**src/rtl/dot_product_loader_if.sv**
```systemverilog
// Element-pair stream into the dot-product loader: one (a, b) pair per
// valid/ready handshake, with s_last marking the final pair of a vector.
interface dot_product_loader_if #(
  parameter int DATA_WIDTH = 8
) ();
  logic                  s_valid;
  logic                  s_ready;
  logic [DATA_WIDTH-1:0] s_data_a;
  logic [DATA_WIDTH-1:0] s_data_b;
  logic                  s_last;

  modport master (
    output s_valid,
    output s_data_a,
    output s_data_b,
    output s_last,
    input  s_ready
  );

  modport slave (
    input  s_valid,
    input  s_data_a,
    input  s_data_b,
    input  s_last,
    output s_ready
  );
endinterface

```
**src/rtl/dot_product_loader.sv**
```systemverilog
// Streams element pairs into the dot-product system's A/B memories, then
// starts processing and holds off the next vector until the system finishes.
module dot_product_loader #(
  parameter int DATA_WIDTH   = 8,
  parameter int VECTOR_WIDTH = 4,
  parameter int ADDR_WIDTH   = 5
) (
  input  logic                  clk,
  input  logic                  rst,
  dot_product_loader_if.slave   s,
  output logic                  write_en,
  output logic [ADDR_WIDTH-1:0] write_addr,
  output logic [DATA_WIDTH-1:0] data_a,
  output logic [DATA_WIDTH-1:0] data_b,
  output logic                  start_reading,
  input  logic                  reading_done,
  input  logic                  writer_done,
  output logic                  busy,
  output logic                  vec_done,
  output logic [7:0]            vec_count,
  output logic                  err_last
);

  typedef enum logic [2:0] {
    IDLE       = 3'd0,
    LOAD       = 3'd1,
    START      = 3'd2,
    WAIT_READ  = 3'd3,
    WAIT_WRITE = 3'd4
  } state_t;

  localparam logic [ADDR_WIDTH-1:0] LAST_IDX = ADDR_WIDTH'(VECTOR_WIDTH - 1);

  state_t                state_r;
  state_t                next_state_s;
  logic [ADDR_WIDTH-1:0] idx_r;
  logic                  wd_seen_r;
  logic                  write_en_r;
  logic [ADDR_WIDTH-1:0] write_addr_r;
  logic [DATA_WIDTH-1:0] data_a_r;
  logic [DATA_WIDTH-1:0] data_b_r;
  logic                  start_reading_r;
  logic                  busy_r;
  logic                  vec_done_r;
  logic [7:0]            vec_count_r;
  logic                  err_last_r;
  logic                  accept_s;
  logic                  last_idx_s;
  logic                  complete_s;

  // Ready comes from the registered state alone so it never loops back through s_valid.
  assign s.s_ready  = (state_r == IDLE) || (state_r == LOAD);
  assign accept_s   = s.s_valid && s.s_ready;
  assign last_idx_s = (idx_r == LAST_IDX);

  assign write_en      = write_en_r;
  assign write_addr    = write_addr_r;
  assign data_a        = data_a_r;
  assign data_b        = data_b_r;
  assign start_reading = start_reading_r;
  assign busy          = busy_r;
  assign vec_done      = vec_done_r;
  assign vec_count     = vec_count_r;
  assign err_last      = err_last_r;

  // Sequencer state register.
  always_ff @(posedge clk) begin
    if (rst) begin
      state_r <= IDLE;
    end else begin
      state_r <= next_state_s;
    end
  end

  // Next-state decode; complete_s marks the cycle a vector retires.
  always_comb begin
    next_state_s = state_r;
    complete_s   = 1'b0;
    case (state_r)
      IDLE: begin
        if (accept_s) begin
          next_state_s = last_idx_s ? START : LOAD;
        end else begin
          next_state_s = IDLE;
        end
      end
      LOAD: begin
        if (accept_s && last_idx_s) begin
          next_state_s = START;
        end else begin
          next_state_s = LOAD;
        end
      end
      START: begin
        next_state_s = WAIT_READ;
      end
      WAIT_READ: begin
        if (reading_done) begin
          next_state_s = WAIT_WRITE;
        end else begin
          next_state_s = WAIT_READ;
        end
      end
      WAIT_WRITE: begin
        if (writer_done || wd_seen_r) begin
          complete_s   = 1'b1;
          next_state_s = IDLE;
        end else begin
          complete_s   = 1'b0;
          next_state_s = WAIT_WRITE;
        end
      end
      default: begin
        next_state_s = IDLE;
      end
    endcase
  end

  // Write port, element index, handshake latch and status registers.
  always_ff @(posedge clk) begin
    if (rst) begin
      idx_r           <= '0;
      wd_seen_r       <= 1'b0;
      write_en_r      <= 1'b0;
      write_addr_r    <= '0;
      data_a_r        <= '0;
      data_b_r        <= '0;
      start_reading_r <= 1'b0;
      busy_r          <= 1'b0;
      vec_done_r      <= 1'b0;
      vec_count_r     <= 8'd0;
      err_last_r      <= 1'b0;
    end else begin
      write_en_r <= accept_s;
      if (accept_s) begin
        write_addr_r <= idx_r;
        data_a_r     <= s.s_data_a;
        data_b_r     <= s.s_data_b;
        idx_r        <= last_idx_s ? '0 : idx_r + ADDR_WIDTH'(1);
        if (s.s_last != last_idx_s) begin
          err_last_r <= 1'b1;
        end
      end
      // Registering off START places the pulse right after the final write strobe.
      start_reading_r <= (state_r == START);
      vec_done_r      <= complete_s;
      if (complete_s) begin
        vec_count_r <= vec_count_r + 8'd1;
      end
      if ((state_r == IDLE) && accept_s) begin
        busy_r <= 1'b1;
      end else if (complete_s) begin
        busy_r <= 1'b0;
      end
      if (complete_s) begin
        wd_seen_r <= 1'b0;
      end else if ((state_r == WAIT_READ) && writer_done) begin
        wd_seen_r <= 1'b1;
      end
    end
  end

endmodule
```
**src/flat_wrapper.sv**
```systemverilog
// flat-port wrapper written by rule: the top's interface ports become plain ports
module dot_product_loader_flat 
#(
  parameter int DATA_WIDTH   = 8,
  parameter int VECTOR_WIDTH = 4,
  parameter int ADDR_WIDTH   = 5
)
  (clk, rst, write_en, write_addr, data_a, data_b, start_reading, reading_done, writer_done, busy, vec_done, vec_count, err_last, s_s_valid, s_s_data_a, s_s_data_b, s_s_last, s_s_ready);
  dot_product_loader_if #(.DATA_WIDTH(DATA_WIDTH)) s_i ();
  input  logic clk;
  input  logic rst;
  output logic write_en;
  output logic [ADDR_WIDTH-1:0] write_addr;
  output logic [DATA_WIDTH-1:0] data_a;
  output logic [DATA_WIDTH-1:0] data_b;
  output logic start_reading;
  input  logic reading_done;
  input  logic writer_done;
  output logic busy;
  output logic vec_done;
  output logic [7:0] vec_count;
  output logic err_last;
  input wire logic [$bits(s_i.s_valid)-1:0] s_s_valid;
  input wire logic [$bits(s_i.s_data_a)-1:0] s_s_data_a;
  input wire logic [$bits(s_i.s_data_b)-1:0] s_s_data_b;
  input wire logic [$bits(s_i.s_last)-1:0] s_s_last;
  output wire logic [$bits(s_i.s_ready)-1:0] s_s_ready;
  assign s_i.s_valid = s_s_valid;
  assign s_i.s_data_a = s_s_data_a;
  assign s_i.s_data_b = s_s_data_b;
  assign s_i.s_last = s_s_last;
  assign s_s_ready = s_i.s_ready;
  dot_product_loader #(.DATA_WIDTH(DATA_WIDTH), .VECTOR_WIDTH(VECTOR_WIDTH), .ADDR_WIDTH(ADDR_WIDTH)) u_core (.clk(clk), .rst(rst), .s(s_i), .write_en(write_en), .write_addr(write_addr), .data_a(data_a), .data_b(data_b), .start_reading(start_reading), .reading_done(reading_done), .writer_done(writer_done), .busy(busy), .vec_done(vec_done), .vec_count(vec_count), .err_last(err_last));
endmodule
```
**config.mk**
```make
export PLATFORM = sky130hd
export DESIGN_NAME = dot_product_loader_flat
export DESIGN_NICKNAME = d
export VERILOG_FILES = /design/src/rtl/dot_product_loader_if.sv /design/src/rtl/dot_product_loader.sv /design/src/flat_wrapper.sv
export SDC_FILE = /design/constraint.sdc
export NUM_CORES = 1
export LEC_CHECK = 0
export ABC_AREA = 1
export CORE_MARGIN = 3
export CORE_UTILIZATION = 25
export DETAILED_ROUTE_END_ITERATION = 7
export PLACE_DENSITY = 0.45
export SYNTH_ARGS = -nofsm -noshare
export SYNTH_HDL_FRONTEND = slang
export SYNTH_SLANG_ARGS = --single-unit
```
**constraint.sdc**
```tcl
create_clock -name clk -period 1.6 [get_ports clk]
set_clock_uncertainty 0.1 [all_clocks]
set_input_delay 0.32 -clock clk [delete_from_list [all_inputs] [get_ports clk]]
set_output_delay 0.32 -clock clk [all_outputs]
set_load 0.005 [all_outputs]
```
==> out/results.ini <==
[critical_path]
slowest_delay_ps = 520
crit_path_end_kind = primary output
crit_type = reg -> out
cp_data_required_time_ps = 1180
arrival_ps = 1150
path_max_fanout = 2
startpoint_type = flip-flop
critical_path.top_delay_family = buffers and inverters
critPathSlowestCell = clkdlybuf4s50_1
path_buf_inv = 1
crit_path_cell_trace = clkdlybuf4s50_1

[place]
post-place-cells = 391
placed_cell_area_sq_um = 2610
dp.final_hpwl_um = 3120
routabilityCongestion = 0.788
io_buffers = 56

[run_status]
status = complete, no violations

[sta]
hold_viol = 0
whs_ps = 358
slew_viol_final = 0
period_share_pct = 98.1
fmax_mhz = 637
setup_violations = 0
fin_tns_setup_ps = 0
period_minus_slack_ps = 1570
tightest_slew_ps = 232
slew_headroom_pct = 84.5

[final_layout]
instances_no_fill = 406
multi_input_area_sq_um = 807
stdcell_area_sq_um = 2790
synthToLayoutAreaGrowth_pct = 51.9
seqCellArea_sq_um = 885
final_core_util_pct = 40.2
drive_above_1_share_pct = 21.3
final_nets = 333
antennaDiodeCount = 0
n_fill_cell = 726

[synthesis]
synth_cell_types = 32
yosys-top-cells-area = dfxtp_1 (47%), nor2_1 (9.6%), nand2_1 (6.1%), o21ai_0 (4.6%), a21oi_1 (4.1%)
ys_async_sr_fraction_pct = 0
yosysSeqAreaShare_pct = 46.9
synth_top_area_cell = dfxtp_1
synth_top_area_share_pct = 46.9
syn_area_sq_um = 1840
yosys_register_bits = 43
avgSynthCellArea_sq_um = 7.88
syn-instance-count = 233
synth_flop_cell = dfxtp_1
yosysMostFrequentCell = nor2_1
netlist_top_cells_count = nor2_1 (47), dfxtp_1 (43), nand2_1 (30)
syn-num-nets = 257
synth-edff-count = 0
synthesis.yosys.warnings = 0

[floorplanning]
die-height_um = 91.7
initial_core_util_pct = 26.4
die-area_sq_um = 8410
core_sq_um = 6940
die_x_um = 91.7
rows = 30
ios = 57

[clock_tree]
htreeDepth = 2
cts_buffers = 5
cts_tree = done
insertion_delay_ps = 290
cts.path.max_buffers = 2
cts.reportedPaths.clkPinSlew_ps = 90
cts_sinks = 43
cts_root_buffer = clkbuf_8
cts_hold_buf = 0

[detailed_routing]
drc = 0
ant_nets = 0
avgRoutedWirePerCell_um = 10.9
num_vias = 1694
wl_um = 4430
drt_iter0_drc = 22
dr.pass1.iters = 3
via_per_inst = 4.17

[global_route]
grt_usage_pct = 11.0
grt_max_degree = 27
gr-total-overflow = 0
grt_pass1_vias = 1690
antenna_found_initial = 0
grt_pass1_wl_um = 7550

[worst_hold_path]
min_path_type = reg -> reg

[power]
leakage_uw = 0.00123
p_per_area_nw_per_um2 = 776
vdd_drop_max_v = 0.000400

[job]
drv_cap = 0

flip-flops by register name, summed over array words and instances (netlist names):
register and count:
u_core.data_a 8, u_core.start_reading 1, u_core.vec_count 8, u_core.data_b 8
u_core.wd_seen_r 1, u_core.vec_done 1, u_core.busy 1, u_core.write_en 1
u_core.err_last 1, u_core.idx_r 5, u_core.state_r 3, u_core.write_addr 5
cell families after synthesis:
logic type      count (synthesis)  share of synthesized area (%)
buf+inv                        33                           9.13
fa+ha+maj                       2                           1.36
compound gates                 43                           13.2
simple gates                  111                           29.0
xor+xnor                        1                          0.477
flops                          43                           46.9
routing by layer:
layer  up-vias  global-route usage (%)  wire [um]
met5         -                       0          0
met4         0                    3.39         31
met3         4                    4.18        311
met2        41                    17.5       2010
met1       750                    13.8       2070
li1        899                       -          -
area by class of cell:
type | count | share of cell area [%]
clock buffer | 6 | 2.60
inverter | 23 | 3.19
sequential | 43 | 31.7
tap | 96 | 4.31
timing repair buffer | 79 | 28.8
clock inverter | 2 | 0.449
multi-input combinational | 157 | 28.9
worst reg2reg max path, delay by kind of cell (launching register included):
family                     cells  cell delay, ps
and+or+nand+nor                5             540
DFF                            1             350
adders and majority gates      1             200
buffers and inverters          1              60
AOI/OAI and AO/OA              1              60
worst paths after layout:
kind                          from                end  slack, ps  depth (start not counted)
setup / recovery  u_core.data_a[0]          data_a[0]         30                          1
hold / removal     u_core.err_last    u_core.err_last        360                          2
setup reg to reg   u_core.idx_r[0]  u_core.state_r[0]        200                          8
hold reg to reg    u_core.err_last    u_core.err_last        360                          2
what timing repair did:
action | 4_1_cts | 5_1_grt
buffers inserted | 1 | 6
endpoints found under the setup margin | 8 | 19
resized for setup | 13 | 14
report_power, final:
part	internal (uW)	total, uW	switching, uW
Clock	306	680	375
Sequential	1120	1140	26.0
Combinational	198	341	143
metrics by stage:
stage	worst slack (ps)	total power (uW)
finish	29.9	2170
floorplan	279	1320
global placement	-78.7	1530
global route	-5.93	2280
CTS	2.05	2210
detailed placement	-86.4	1520
placed cells by master, fill, tap and decap left out, drive strengths merged:
cell           instances
nand3b                 2
o21ai                 24
clkbuf                 6
o31ai                  1
dlymetal6s2s           9
clkdlybuf4s50         45
nor2                  54
inv                   22
clkinvlp               1
ha                     2
dfxtp                 43
nand4                  3
buf                   23
nand2                 35
xnor2                  1
dlygate4sd2            2
a21oi                 17
nor3                   2
nand3                 15
a211oi                 1
clkinv                 2
(Power assumes the default switching activity.)
